<file path="src/rtl/seq_detect_pkg.sv">
// Shared constants and helpers for the parametrised serial pattern detector.
package seq_detect_pkg;

  localparam logic OVL_ON  = 1'b1;
  localparam logic OVL_OFF = 1'b0;

  function automatic int fill_w(input int pat_len);
    return $clog2(pat_len + 1);
  endfunction

endpackage

</file>
<file path="src/rtl/seq_sat_counter.sv">
// Saturating up-counter with synchronous reset and clear; holds at all-ones.
module seq_sat_counter #(
  parameter int WIDTH = 8
) (
  input  logic             clk,
  input  logic             reset,
  input  logic             clr,
  input  logic             inc,
  output logic [WIDTH-1:0] count
);

  localparam logic [WIDTH-1:0] MAX = '1;

  always_ff @(posedge clk) begin
    if (reset || clr) begin
      count <= '0;
    end else if (inc && (count != MAX)) begin
      count <= count + WIDTH'(1);
    end
  end

endmodule

</file>
<file path="src/rtl/seq_detect_param.sv">
// Serial pattern detector with programmable pattern/overlap and a saturating match count.
// Optional don't-care mask per pattern bit when SEQ_DETECT_MASK_EN is defined.
module seq_detect_param
  import seq_detect_pkg::*;
#(
  parameter int                 PAT_LEN   = 8,
  parameter logic [PAT_LEN-1:0] PAT_RESET = 8'b01110010,
  parameter logic               OVL_RESET = 1'b1,
  parameter int                 CNT_W     = 8
) (
  input  logic                        clk,
  input  logic                        reset,
  input  logic                        in_valid,
  input  logic                        in,
  input  logic                        cfg_load,
  input  logic [PAT_LEN-1:0]          cfg_pattern,
  input  logic                        cfg_overlap,
`ifdef SEQ_DETECT_MASK_EN
  input  logic [PAT_LEN-1:0]          cfg_mask,
`endif
  output logic                        out,
  output logic [fill_w(PAT_LEN)-1:0]  state,
  output logic [CNT_W-1:0]            match_cnt
);

  localparam int            FW   = fill_w(PAT_LEN);
  localparam logic [FW-1:0] FULL = FW'(PAT_LEN);

  logic [PAT_LEN-1:0] pattern;
  logic               overlap;
  logic [PAT_LEN-1:0] mask_eff;
  logic [PAT_LEN-1:0] hist;
  logic [PAT_LEN-1:0] hist_shift;
  logic [PAT_LEN-1:0] hist_nxt;
  logic [FW-1:0]      fill_inc;
  logic [FW-1:0]      state_nxt;
  logic               pattern_ok;
  logic               out_nxt;

  // Configuration registers; a load also restarts detection (see state logic).
`ifdef SEQ_DETECT_MASK_EN
  logic [PAT_LEN-1:0] mask;

  always_ff @(posedge clk) begin
    if (reset) begin
      mask <= '0;
    end else if (cfg_load) begin
      mask <= cfg_mask;
    end
  end

  assign mask_eff = mask;
`else
  assign mask_eff = '0;
`endif

  always_ff @(posedge clk) begin
    if (reset) begin
      pattern <= PAT_RESET;
      overlap <= OVL_RESET;
    end else if (cfg_load) begin
      pattern <= cfg_pattern;
      overlap <= cfg_overlap;
    end
  end

  assign hist_shift = {hist[PAT_LEN-2:0], in};
  assign fill_inc   = (state == FULL) ? FULL : state + FW'(1);
  assign pattern_ok = ((hist_shift ^ pattern) & ~mask_eff) == '0;

  // state | meaning
  // 0..PAT_LEN-1 | FILL_n: n valid bits collected, window not yet full
  // PAT_LEN      | FILL_PAT_LEN: window full, every valid bit is compared
  always_ff @(posedge clk) begin
    if (reset) begin
      hist  <= '0;
      state <= '0;
      out   <= 1'b0;
    end else begin
      hist  <= hist_nxt;
      state <= state_nxt;
      out   <= out_nxt;
    end
  end

  always_comb begin
    hist_nxt  = hist;
    state_nxt = state;
    if (cfg_load) begin
      hist_nxt  = '0;
      state_nxt = '0;
    end else if (in_valid) begin
      hist_nxt  = hist_shift;
      state_nxt = (out_nxt && (overlap == OVL_OFF)) ? '0 : fill_inc;
    end
  end

  always_comb begin
    out_nxt = 1'b0;
    if (!cfg_load && in_valid && (fill_inc == FULL) && pattern_ok) begin
      out_nxt = 1'b1;
    end
  end

  seq_sat_counter #(
    .WIDTH (CNT_W)
  ) u_match_cnt (
    .clk   (clk),
    .reset (reset),
    .clr   (cfg_load),
    .inc   (out_nxt),
    .count (match_cnt)
  );

endmodule

</file>
<file path="config.mk">
export PLATFORM = sky130hd
export DESIGN_NAME = seq_detect_param
export DESIGN_NICKNAME = d
export VERILOG_FILES = /design/src/rtl/seq_detect_pkg.sv /design/src/rtl/seq_sat_counter.sv /design/src/rtl/seq_detect_param.sv
export SDC_FILE = /design/constraint.sdc
export NUM_CORES = 1
export LEC_CHECK = 0
export CAP_MARGIN = 25
export CORE_ASPECT_RATIO = 1.5
export CORE_MARGIN = 2
export CORE_UTILIZATION = 45
export DETAILED_ROUTE_END_ITERATION = 7
export PLACE_DENSITY_LB_ADDON = 0.05
export SLEW_MARGIN = 20
export SYNTH_ARGS = -nofsm -noshare
export SYNTH_HDL_FRONTEND = slang
export SYNTH_SLANG_ARGS = --single-unit
</file>
<file path="constraint.sdc">
create_clock -name clk -period 2.1 [get_ports clk]
set_input_delay 0.525 -clock clk [delete_from_list [all_inputs] [get_ports clk]]
set_output_delay 0.525 -clock clk [all_outputs]
set_load 0.005 [all_outputs]
</file>
---- After elaboration in Yosys (flattened, before gate mapping) ----
Cells that the tools add are included.
word-level totals
  bits in latches ......................... 0
  memories kept ........................... 0
  register bits after elaboration ......... 29
  output and inout port bits .............. 13
  logic and storage cells ................. 25
  memory bits (writable) .................. 0
  memory bits (read-only) ................. 0
  input bits .............................. 14
cells by class
  div/mod/pow operators ................... 0
  equality and inequality tests ........... 3
  reduce and logical (&&, ||, !) cells .... 9
  shift-type cells ........................ 0
  multipliers ............................. 0
  mux-type cells .......................... 3
  bitwise gates (word level) .............. 2
  $lt $le $gt $ge ......................... 0
  add/sub/neg operators ................... 2
operators with widths
  cell                   number
  $add A8 B1 Y8 const B  1
  $eq A4 B4 Y1 const B   2
  $logic_not A8 Y1       1
  $mux W4                2
  $ne A8 B8 Y1 const B   1
  $xor A8 B8 Y8          1
  $logic_and A1 B1 Y1    5
  $add A4 B1 Y4 const B  1
  $reduce_or A2 Y1       1
  $logic_not A1 Y1       1
  $logic_or A1 B1 Y1     1
  $mux W1                1
  $not A1 Y1             1

---- Depth between registers and ports, before layout ----
  depth in word-level cells ............... 8
  mapped depth ............................ 8

---- Cells and area by module ----
Synthesis repeated with hierarchy kept, for this count alone.
unflattened totals
  cells, all modules ...................... 144
  area total of the unflattened synthesis .. 1370.1 um^2
by module, submodules not included
  module            sequential area each (um^2)  area each (um^2)  cells each  times used
  seq_detect_param  420.4                        948.4             96          1
  seq_sat_counter   160.2                        421.7             48          1

---- Least setup slack after synthesis ----
No wires, ideal clock.
  path type ............................... register -> register
  from .................................... register state[0]
  to ...................................... register u_match_cnt.count[7]
  library setup time ...................... 0.070 ns
  buffers on the path ..................... 1
  arrival ................................. 2.235 ns
  slack ................................... -0.205 ns
  cell stages (with the launch flop) ...... 9
  cell sequence ........................... dfxtp_1 inv_1 ha_1 nor3b_2 nand2_1 or4_4 buf_6 or4_1 a21oi_1
on the way
  longest elaborated chain between the ends .. 7
ends and longest elaborated chain
  element                                               RTL line                 RTL
  start: declaration                                    seq_detect_param.sv:22   output logic [fill_w(PAT_LEN)-1:0] state,
  start signal: assignment                              seq_detect_param.sv:81   state <= state_nxt;
  $add A4 B1 Y4 / $eq A4 B4 Y1 (equally long branches)  seq_detect_param.sv:68   assign fill_inc = (state == FULL) ? FULL : state + FW'(1);
  $mux W4 (*)                                           seq_detect_param.sv:68
  $eq A4 B4 Y1 (*)                                      seq_detect_param.sv:100  if (!cfg_load && in_valid && (fill_inc == FULL) && pattern_ok) begin
  $logic_and A1 B1 Y1 (*) (2 in a row)                  seq_detect_param.sv:100
  $mux W1 (*)                                           seq_detect_param.sv:100
  $logic_and A1 B1 Y1 (*)                               seq_sat_counter.sv:17    end else if (inc && (count != MAX)) begin
  end signal: assignment                                seq_sat_counter.sv:18    count <= count + WIDTH'(1);
  end: declaration                                      seq_sat_counter.sv:9     output logic [WIDTH-1:0] count
Mark *: on every way between the ends. The rest lies on a longest branch, timed or not.
A chain may end at the register's enable or synchronous reset.

---- Final worst setup path ----
  from .................................... register state[0]
  to ...................................... register u_match_cnt.count[3]
Same word-level chain as after synthesis.

==> summary.md <==
| Metric | Value |
|---|---|
| DRT antenna net count | `0` |
| GRT Util Overall | `0.206` |
| Crit path cell chain | `ha_1 -> xnor2_1 -> a21oi_1 -> or4_4 -> or4_1 -> a21oi_1` |
| Logic gate share of total power | `0.116` |
| Num ports | `27` |
| Fmax | `476 MHz` |
| Most common cell after layout, fill and taps aside | `dfxtp_1` |
| Flip-flop and latch area | `586 µm²` |
| Pin count of the biggest net entering global routing | `17` |
| Max Cap Viol | `0` |
| Synth area leader | `dfxtp_1` |
| H-tree depth | `2` |
| Sw frac | `0.231` |
| CTS Buf Count | `5` |
| Clock-pin slew on the worst setup and hold paths | `0.06 ns` |
| Synth Register Bits | `29` |
| DRC | `0` |
| Leakage power | `0.000762 µW` |
| Final period util | `1.00` |
| CP required | `2.31 ns` |
| Failing checks | `setup timing` |
| Routed len/inst | `14.2 µm` |
| Die Span Y | `71.3 µm` |
| Slowest-stage cell, CP | `or4_4` |
| CP max stage delay | `0.59 ns` |
| Worst Setup Slack, final | `-0.00174 ns` |
| Final Util | `0.690` |
| Sequential power share | `0.506` |
| Share of flip-flops with an asynchronous set or reset | `0` |
| Distinct cells, synth | `34` |
| CP max FO | `5` |
| Final setup viols | `1` |
| Nets | `219` |
| Area delta synth->final | `46.3%` |
| Core area | `0.00288 mm²` |
| First-pass iteration count of the detailed router | `4` |
| Hold Crit Class | `register to register` |
| Netlist Area Pre-Place | `0.00136 mm²` |
| Worst clock skew | `0.00151 ns` |
| Post-synthesis sequential area ratio | `0.427` |
| Pins Over Slew Limit | `0` |
| Final non-filler cell total | `242` |
| Drt via density | `5.35` |
| Fin area | `0.00199 mm²` |
| GRT Residual Overflow | `0` |
| Post-synth top area share | `0.427` |
| Worst Max-Slew Pin Slew | `0.440 ns` |
| Starting density of the core | `0.471` |
| Worst skew pair latency | `0.28 ns` |
| Buffers on Ports | `26` |
| Setup Crit Path Kind | `register to register` |
| FP Rows | `24` |
| Worst Path Arrival | `2.31 ns` |
| 1st-iter DRT viols | `19` |
| Cts hold-fix bufs | `0` |
| Root buffer selected by CTS | `clkbuf_8` |
| Synthesized Nets | `167` |
| Final-layout fill cell count | `241` |
| Routed WL | `3.44 mm` |
| Hold slack | `0.521 ns` |
| Post-synth EDFFs | `0` |
| Pwr/cell area | `570 mW/mm²` |
| Internal power | `873 µW` |
| Inserted Diodes | `0` |
| Placed insts | `227` |
| Dpl cell area | `0.00178 mm²` |
| Switch Pwr | `261 µW` |
| Clock sinks | `29` |
| Vias in the first global route | `1279` |
| Synth warn | `0` |
| HPWL after DPL | `2.48 mm` |
| Routed via count | `1295` |
| Critical Path End Type | `register` |
| Clock network power share | `0.377` |
| Gpl congestion | `0.741` |
| Multi-input combinational cell area | `811 µm²` |
| Crit path top cell by count | `a21oi_1` |
| Worst vdd ir | `606 µV` |
| Die area | `0.00348 mm²` |
| Die width | `48.9 µm` |
| Leading post-synthesis cells by cell area | `dfxtp_1, mux2i_1, xnor2_1, nor2_1, a211o_1` |
| Post-Synthesis Cells | `150` |
| Clock Path Buffers | `2` |
| Initial antenna violation count | `0` |
| Shortest period the worst path allows | `2.10 ns` |
| TritonCTS clock tree | `built` |
| Status | `complete, but fails checks` |
| First-pass GRT wire length | `5.53 mm` |
| Unrepaired setup endpoints after global routing | `yes` |
| Most frequent cells in the layout | `dfxtp_1, clkdlybuf4s50_1, buf_4` |
| Synth Flop Type | `dfxtp_1` |
| Avg Cell Area, Syn | `9.06 µm²` |
| Count of final hold-check violations | `0` |
| Share of cells above drive strength 1 | `0.236` |
| Setup crit start kind | `register` |
| Max transition margin | `0.705` |
logic make-up after synthesis:
logic type / share of synthesized area
buffers and inverters: 0.0304
and+or+nand+nor: 0.227
DFF: 0.427
muxes: 0.0958
AOI/OAI and AO/OA: 0.128
adders and majority gates: 0.0276
xor gates and xnor gates: 0.0645
through the flow:
stage | worst slack [ns] | power, µW | TNS [ns]
floorplan | 0.0114 | 641 | 0
global placement | -0.420 | 695 | -2.42
detailed placement | -0.451 | 699 | -2.62
CTS | -0.0161 | 1130 | -0.0161
global route | -0.0930 | 1180 | -0.356
finish | -0.00174 | 1130 | -0.00174
path summary, 6_finish.rpt:
check	startpoint	to	slack, ns	cells past startpoint
worst min-delay path	u_match_cnt.count[3]	u_match_cnt.count[3]	0.52	2
worst min register to register	u_match_cnt.count[3]	u_match_cnt.count[3]	0.52	2
worst max-delay path	state[0]	u_match_cnt.count[3]	-0.002	6
worst max register to register	state[0]	u_match_cnt.count[3]	-0.002	6
per-layer routing:
layer  vias to the layer above  part of all wire  GRT usage  wire (µm)
li1                        642                 -          -          -
met2                        34              0.57      0.412       1970
met1                       610              0.37      0.192       1270
met5                         -                 0          0          0
met3                         9             0.038     0.0479        131
met4                         0             0.019     0.0921         65
repair_timing:
action                     in CTS  in global routing
setup buffers                   6                  1
setup endpoints to repair       5                  8
resized for setup               8                 12
pin swaps                       8                  6
cell usage after synthesis, types with 3 or more instances:
| cell | instances |
|---|---|
| a211o_1 | 5 |
| a21oi_1 | 7 |
| clkbuf_1 | 4 |
| dfxtp_1 | 29 |
| ha_1 | 3 |
| inv_1 | 3 |
| mux2i_1 | 13 |
| nand2_1 | 9 |
| nand3_1 | 7 |
| nand4_1 | 3 |
| nor2_1 | 22 |
| nor2b_1 | 5 |
| o21ai_0 | 4 |
| or3_1 | 3 |
| xnor2_1 | 10 |
power groups by stage:
stage	logic, µW	registers (µW)	clock network (µW)
final	132	574	428
after global routing	143	575	463
after CTS	120	574	433
after detailed placement	113	586	0
after global placement	109	585	0
after floorplan	58.2	583	0
worst max-delay path: cells and delay by family (launching register included):
family	cells	cell delay, ns
xor gates and xnor gates	1	0.15
DFF	1	0.35
adders and majority gates	1	0.22
AOI/OAI and AO/OA	2	0.25
and+or+nand+nor	2	1.07
cell type report:
cell class | instances | share of cell area
multi-input combinational | 112 | 0.408
timing repair buffer | 51 | 0.227
inverter | 3 | 0.00566
clock buffer | 8 | 0.0403
sequential | 29 | 0.295
tap | 39 | 0.0245
sequential cells by signal, summed over array words and instances (netlist names):
register           cells
state                  4
out                    1
overlap                1
hist                   7
pattern                8
u_match_cnt.count      8
Power figures use the tool's default switching activity.
